===== src/rtl/event_readout_if.sv =====
// event_readout_if: beat stream from event_readout to the downstream consumer.
// Signals:
//   out_data   readout beat
//   out_valid  out_data holds a valid beat
//   out_last   final beat of an event frame
//   out_ready  consumer accepts the beat when out_valid and out_ready are high
// Modports: master (producer side), slave (consumer side).
interface event_readout_if #(
  parameter int W_OUT = 32
);
  logic [W_OUT-1:0] out_data;
  logic             out_valid;
  logic             out_last;
  logic             out_ready;

  modport master (
    output out_data,
    output out_valid,
    output out_last,
    input  out_ready
  );

  modport slave (
    input  out_data,
    input  out_valid,
    input  out_last,
    output out_ready
  );
endinterface


===== src/rtl/event_readout.sv =====
// event_readout: captures a complete event on the rising edge of trigger and
// streams it out as one header beat {16'hA5A5, evt_cnt} followed by
// N_CH*W_EV/W_OUT data beats, word 0 first, least-significant slice first.
// Ports:
//   clk_500      sampling/readout clock, rising edge
//   rst_n        asynchronous active-low reset
//   trigger      event-complete level; a rising edge starts a frame
//   evento       N_CH event words of W_EV bits, copied when a frame starts
//   stream       valid/ready beat output (out_data, out_valid, out_last, out_ready)
//   event_saved  one-cycle pulse after the last beat of a frame is accepted
//   busy         high whenever a frame is in progress
//   dropped      saturating count of trigger edges ignored while busy
// W_EV must be an integer multiple of W_OUT, and W_OUT at least 32 so the
// header fits in one beat.
module event_readout #(
  parameter int N_CH  = 16,
  parameter int W_EV  = 64,
  parameter int W_OUT = 32
) (
  input  logic                       clk_500,
  input  logic                       rst_n,
  input  logic                       trigger,
  input  logic [N_CH-1:0][W_EV-1:0]  evento,
  event_readout_if.master            stream,
  output logic                       event_saved,
  output logic                       busy,
  output logic [15:0]                dropped
);

  localparam int N_BEATS = N_CH * W_EV / W_OUT;
  localparam int BW      = (N_BEATS > 1) ? $clog2(N_BEATS) : 1;
  localparam logic [BW-1:0] LAST_BEAT = BW'(N_BEATS - 1);

  localparam logic [1:0] S_IDLE   = 2'd0;
  localparam logic [1:0] S_HEADER = 2'd1;
  localparam logic [1:0] S_DATA   = 2'd2;
  localparam logic [1:0] S_DONE   = 2'd3;

  localparam logic [15:0] HDR_TAG = 16'hA5A5;

  logic [1:0]                   state;
  logic [N_BEATS-1:0][W_OUT-1:0] shadow;   // captured event, viewed as beats
  logic [BW-1:0]                beat_idx;
  logic [15:0]                  evt_cnt;
  logic                         trig_q;
  logic                         armed;
  logic                         trig_edge;
  logic                         accept;
  logic                         last_beat;

  // armed stays low for the first cycle after reset so that a trigger already
  // high at reset release is taken as the previous level, not as an edge.
  assign trig_edge = trigger & ~trig_q & armed;
  assign accept    = stream.out_valid & stream.out_ready;
  assign last_beat = (beat_idx == LAST_BEAT);

  // NOTE: sequential state uses non-blocking assignments so every flop
  // samples the values from before the clock edge, independent of block order.
  always_ff @(posedge clk_500 or negedge rst_n) begin
    if (!rst_n) begin
      trig_q <= 1'b0;
      armed  <= 1'b0;
    end else begin
      trig_q <= trigger;
      armed  <= 1'b1;
    end
  end

  always_ff @(posedge clk_500 or negedge rst_n) begin
    if (!rst_n) begin
      state    <= S_IDLE;
      beat_idx <= '0;
      evt_cnt  <= '0;
    end else begin
      case (state)
        S_IDLE: begin
          if (trig_edge) begin
            beat_idx <= '0;
            state    <= S_HEADER;
          end
        end
        S_HEADER: begin
          if (accept) state <= S_DATA;
        end
        S_DATA: begin
          if (accept) begin
            if (last_beat) begin
              evt_cnt <= evt_cnt + 16'd1;   // wraps naturally at 16'hFFFF
              state   <= S_DONE;
            end else begin
              beat_idx <= beat_idx + 1'b1;
            end
          end
        end
        S_DONE:  state <= S_IDLE;
        default: state <= S_IDLE;
      endcase
    end
  end

  // Any edge outside IDLE (including the DONE cycle) is ignored and counted.
  always_ff @(posedge clk_500 or negedge rst_n) begin
    if (!rst_n) begin
      dropped <= '0;
    end else if (trig_edge && (state != S_IDLE) && (dropped != 16'hFFFF)) begin
      dropped <= dropped + 16'd1;
    end
  end

  // NOTE: this wide register is reset on purpose so a frame abandoned by reset
  // leaves no stale event data behind; plain data storage normally is not reset.
  always_ff @(posedge clk_500 or negedge rst_n) begin
    if (!rst_n) begin
      shadow <= '0;
    end else if ((state == S_IDLE) && trig_edge) begin
      shadow <= evento;
    end
  end

  // All outputs decode registered state only, so out_valid never depends on
  // out_ready and everything drops to zero as soon as reset asserts.
  // NOTE: out_data gets a default first so no path through the case leaves it
  // unassigned, which would otherwise infer a latch.
  always_comb begin
    stream.out_data = '0;
    case (state)
      S_HEADER: stream.out_data = W_OUT'({HDR_TAG, evt_cnt});
      S_DATA:   stream.out_data = shadow[beat_idx];
      default:  stream.out_data = '0;
    endcase
  end

  assign stream.out_valid = (state == S_HEADER) || (state == S_DATA);
  assign stream.out_last  = (state == S_DATA) && last_beat;
  assign event_saved      = (state == S_DONE);
  assign busy             = (state != S_IDLE);

endmodule


===== src/flat_wrapper.sv =====
// flat-port wrapper written by rule: the top's interface ports become plain ports
module event_readout_flat 
#(
  parameter int N_CH  = 16,
  parameter int W_EV  = 64,
  parameter int W_OUT = 32
)
  (clk_500, rst_n, trigger, evento, event_saved, busy, dropped, stream_out_data, stream_out_valid, stream_out_last, stream_out_ready);
  event_readout_if #(.W_OUT(W_OUT)) stream_i ();
  input  logic clk_500;
  input  logic rst_n;
  input  logic trigger;
  input  logic [N_CH-1:0][W_EV-1:0] evento;
  output logic event_saved;
  output logic busy;
  output logic [15:0] dropped;
  output wire logic [$bits(stream_i.out_data)-1:0] stream_out_data;
  output wire logic [$bits(stream_i.out_valid)-1:0] stream_out_valid;
  output wire logic [$bits(stream_i.out_last)-1:0] stream_out_last;
  input wire logic [$bits(stream_i.out_ready)-1:0] stream_out_ready;
  assign stream_out_data = stream_i.out_data;
  assign stream_out_valid = stream_i.out_valid;
  assign stream_out_last = stream_i.out_last;
  assign stream_i.out_ready = stream_out_ready;
  event_readout #(.N_CH(N_CH), .W_EV(W_EV), .W_OUT(W_OUT)) u_core (.clk_500(clk_500), .rst_n(rst_n), .trigger(trigger), .evento(evento), .stream(stream_i), .event_saved(event_saved), .busy(busy), .dropped(dropped));
endmodule

===== config.mk =====
export PLATFORM = sky130hd
export DESIGN_NAME = event_readout_flat
export DESIGN_NICKNAME = d
export VERILOG_FILES = /design/src/rtl/event_readout_if.sv /design/src/rtl/event_readout.sv /design/src/flat_wrapper.sv
export SDC_FILE = /design/constraint.sdc
export NUM_CORES = 2
export LEC_CHECK = 0
export BUFFER_PORTS_ARGS = -buffer_cell sky130_fd_sc_hd__buf_2
export CORE_AREA = 8 8 418 420
export CTS_BUF_LIST = sky130_fd_sc_hd__clkbuf_4 sky130_fd_sc_hd__clkbuf_8
export DETAILED_ROUTE_END_ITERATION = 10
export DIE_AREA = 0 0 426 428
export PLACE_DENSITY = 0.46
export SLEW_MARGIN = 20
export SYNTH_ARGS = -nofsm -noshare
export SYNTH_HDL_FRONTEND = slang
export SYNTH_SLANG_ARGS = --single-unit

===== constraint.sdc =====
create_clock -name clk_500 -period 7.3 [get_ports clk_500]
set_input_delay 1.46 -clock clk_500 [delete_from_list [all_inputs] [get_ports clk_500]]
set_output_delay 1.46 -clock clk_500 [all_outputs]
set_load 0.1 [all_outputs]

==> impl_metrics.toml <==
[detailed_routing]
vias = 32000
drc = 0
firstDrtPassIters = 5
wirelength_um = 195000
drtIter0Drc = 1753
post_drt_via_cell_ratio = 4.87
avgRoutedWirePerCell_um = 29.7
ant_nets = 0

[synth]
ys_types = 47
netlist.area_leader.share_pct = 55.5
synth_flop_cell = "dfrtp_1"
synth_compound_area_share_pct = 2.92
yosys.area_share.simple_pct = 1.28
ys_seq_elements = 1065
synthAdderAreaFrac_pct = 0.235
synth-async-reset-ratio_pct = 100
synthMuxAreaShare_pct = 37.2
postSynthAreaPerCell_sq_um = 15.7
synth_edf_count = 0
synthCells = 3053
synthTopCellsByArea = "dfrtp_1 56%, mux2_2 24%, mux4_2 9.8%"
synth_top_family_by_area = "multiplexers"
ys_warn_count = 0
synth_fp_nets = 4090
ys_seq_area_share_pct = 55.5
synth_area_sq_um = 48000
synth-xor-area-share_pct = 0.547
synth_top_area_cell = "dfrtp_1"

[critical_path]
setup.worst_path.start_class = "flip-flop"
critical-path-top-delay-family = "buffers and inverters"
critical_path_class = "reg2out"
slowest_delay_ps = 990
path_cells = "buf_4 -> mux4_2 -> mux4_2 -> inv_1 -> o21ai_0 -> buf_2"
end_kind = "primary output"
required_ps = 5840
path_common_cell = "mux4_2"
r2r_slack_ps = 3640
arrival_ps = 4670
cp_max_fo = 41
cp_slowest_cell = "dfrtp_4"
path_buf_inv = 3

[cts]
clock_sinks = 1065
clk_pin_slew_worst_paths_ps = 60
post-cts-setup-buffers = 0
ctsHoldBuffers = 0
clock_path_buffers = 3
cts_tree = "yes"
clk_latency_ps = 940
cts_buffers = 195
cts_root_buffer = "clkbuf_8"
post_cts_resized = 0
htreeDepth = 4

[global_routing]
grt_max_degree = 141
grt_util_all_layers_pct = 20.8
grt_pass1_wl_um = 273000
grt_pass1_vias = 35000
antenna_found_initial = 169
overflow = 0

[timing]
max_freq_mhz = 163
max-slew-margin-rel_pct = 26.9
fin_crit_sh_pct = 83.9
setup_tns_ps = 0
final-hold-violation-count = 0
period_minus_slack_ps = 6130
rsz0062_at_grt = "false"
maxSlewViolCount = 0
worst_slew_pin_slew_ps = 1090
setup-violations-final = 0
fin_skew_ps = 36.0

[finish]
final_layout_size_suffix_gt1_share_pct = 63.5
final_core_util_pct = 35.8
syn2layout_area_growth_pct = 25.5
nets = 5201
fill_cells = 16700

[place]
numPortBuffers = 1079
gp_congestion = 0.843
hpwlAfterDp_um = 150000

[power_and_ir_drop]
netSwitchingFraction_pct = 34.1
p_leak_uw = 0.0272
p_switching_uw = 8690
peakVddDrop_uv = 246
power_frac_seq_pct = 41.5
combPwrFrac_pct = 34.0
powerDensity_nw_per_um2 = 423
clkPwrFrac_pct = 24.5
p_int_uw = 16800

[floorplan]
pin_count = 1080
dieArea_sq_um = 182000
die_h_um = 428
rows = 151
start_util_pct = 28.5
die_w_um = 426
core-area_sq_um = 168000

[status]
status = "completed"

[min_path]
hp-class = "reg2reg"

[job]
maxCapViolCount = 0
## sequential cells by signal (all words and copies together), names as in the netlist
name,count
u_core.armed,1
u_core.evt_cnt,16
u_core.dropped,16
u_core.trig_q,1
u_core.beat_idx,5
u_core.state,2
u_core.shadow,1024
## per-stage QoR
| step | worst slack, ps | power [uW] | area (sq um) | hold WS [ps] | std cells |
|---|---|---|---|---|---|
| 2_1_floorplan | 1700 | 16000 | 48000 | 442 | 3053 |
| 3_3_place_gp | 2040 | 19400 | 55900 | 457 | 6185 |
| 3_5_place_dp | 1990 | 19500 | 55900 | 460 | 6185 |
| 4_1_cts | 856 | 25900 | 60100 | 474 | 6529 |
| 5_1_grt | 832 | 26900 | 60200 | 484 | 6554 |
| 6_report | 1170 | 25500 | 60200 | 476 | 6578 |
## cell type report
cell class / instances / area [sq um] / area share (%)
clock buffer: 315 / 3870 / 6.43
timing repair buffer: 1132 / 6070 / 10.1
antenna: 49 / 123 / 0.204
clock inverter: 29 / 390 / 0.648
tap: 2218 / 2780 / 4.61
multi-input combinational: 1754 / 20300 / 33.7
inverter: 16 / 60.1 / 0.0997
sequential: 1065 / 26700 / 44.3
## power groups by stage
stage,clock network [uW],registers (uW),logic (uW)
CTS,6470,10500,8910
finish,6240,10600,8660
global route,6700,10900,9280
global placement,0,10600,8780
floorplan,0,9730,6290
detailed placement,0,10600,8870
## worst register-to-register path, stage by stage (launching register included)
cell and delay, ps:
dfrtp_4 890, buf_12 390, buf_4 440, ha_1 240, and3_1 160, ha_1 300, nand4_1 280, or2_2 450
nor2_1 180, nand3_1 120, xnor2_1 130
## final timing paths
| kind | from | endpoint | cells past startpoint |
|---|---|---|---|
| min in group asynchronous | rst_n | u_core.shadow[233] | 1 |
| worst min-delay path | u_core.evt_cnt[15] | u_core.evt_cnt[15] | 1 |
| worst min register to register | u_core.evt_cnt[15] | u_core.evt_cnt[15] | 1 |
| worst max-delay path | u_core.beat_idx[0] | stream_out_data[20] | 6 |
| worst max register to register | u_core.beat_idx[1] | u_core.evt_cnt[13] | 10 |
| max in group asynchronous | rst_n | u_core.shadow[664] | 2 |
## Yosys cell counts (3+ instances only)
cell type and instances:
a211oi_1 22, a21oi_1 26, a221oi_1 16, a22o_1 8
a22oi_1 10, a32o_1 16, and2_1 7, and3_1 12
buf_1 18, buf_2 105, buf_4 17, buf_6 3
clkbuf_1 75, dfrtp_1 1065, ha_1 9, inv_1 16
mux2_2 1037, mux2i_1 147, mux4_2 209, nand2_1 32
nand2b_1 3, nand3_1 24, nand4_1 5, nor2_1 14
nor2b_1 3, nor3_1 7, o2111ai_1 10, o21ai_0 43
o21ai_1 5, o221ai_1 16, o22ai_1 21, or2_2 5
xnor2_1 17, xor2_1 13
## layout by cell type, fill, tap and decap left out, types with 12 or more instances in the layout
cell,count
nor2_1,14
buf_12,21
buf_4,32
a211oi_1,22
xnor2_1,17
mux2i_1,147
nand2_1,32
a21oi_1,26
buf_2,1078
diode_2,49
and3_1,12
mux2_2,1037
a221oi_1,16
o221ai_1,16
nand3_1,23
clkbuf_8,241
o21ai_0,43
clkbuf_4,74
mux4_2,209
o22ai_1,21
a32o_1,16
inv_1,16
xor2_1,13
dfrtp_1,1060
## cells by family (layout without fill, tap and decap cells)
group                    after synthesis  count (layout)
XOR/XNOR                              30              30
AO/OA/AOI/OAI                        200             200
multiplexers                        1393            1393
adder cells (fa/ha/maj)                9               9
buffers and inverters                234            1492
flip-flops                          1065            1065
AND/OR/NAND/NOR                      121             121
other                                  1              50
## per-layer routing
metal  vias to the layer above  track usage [%]  wire [um]
li1                      13800                -          -
met1                     16600             24.0      75000
met2                      1033             37.8     102000
met3                       470             5.62      11200
met4                        66             5.86       6310
met5                         -                0        433
Note: power is estimated with default switching activity, not from simulation.
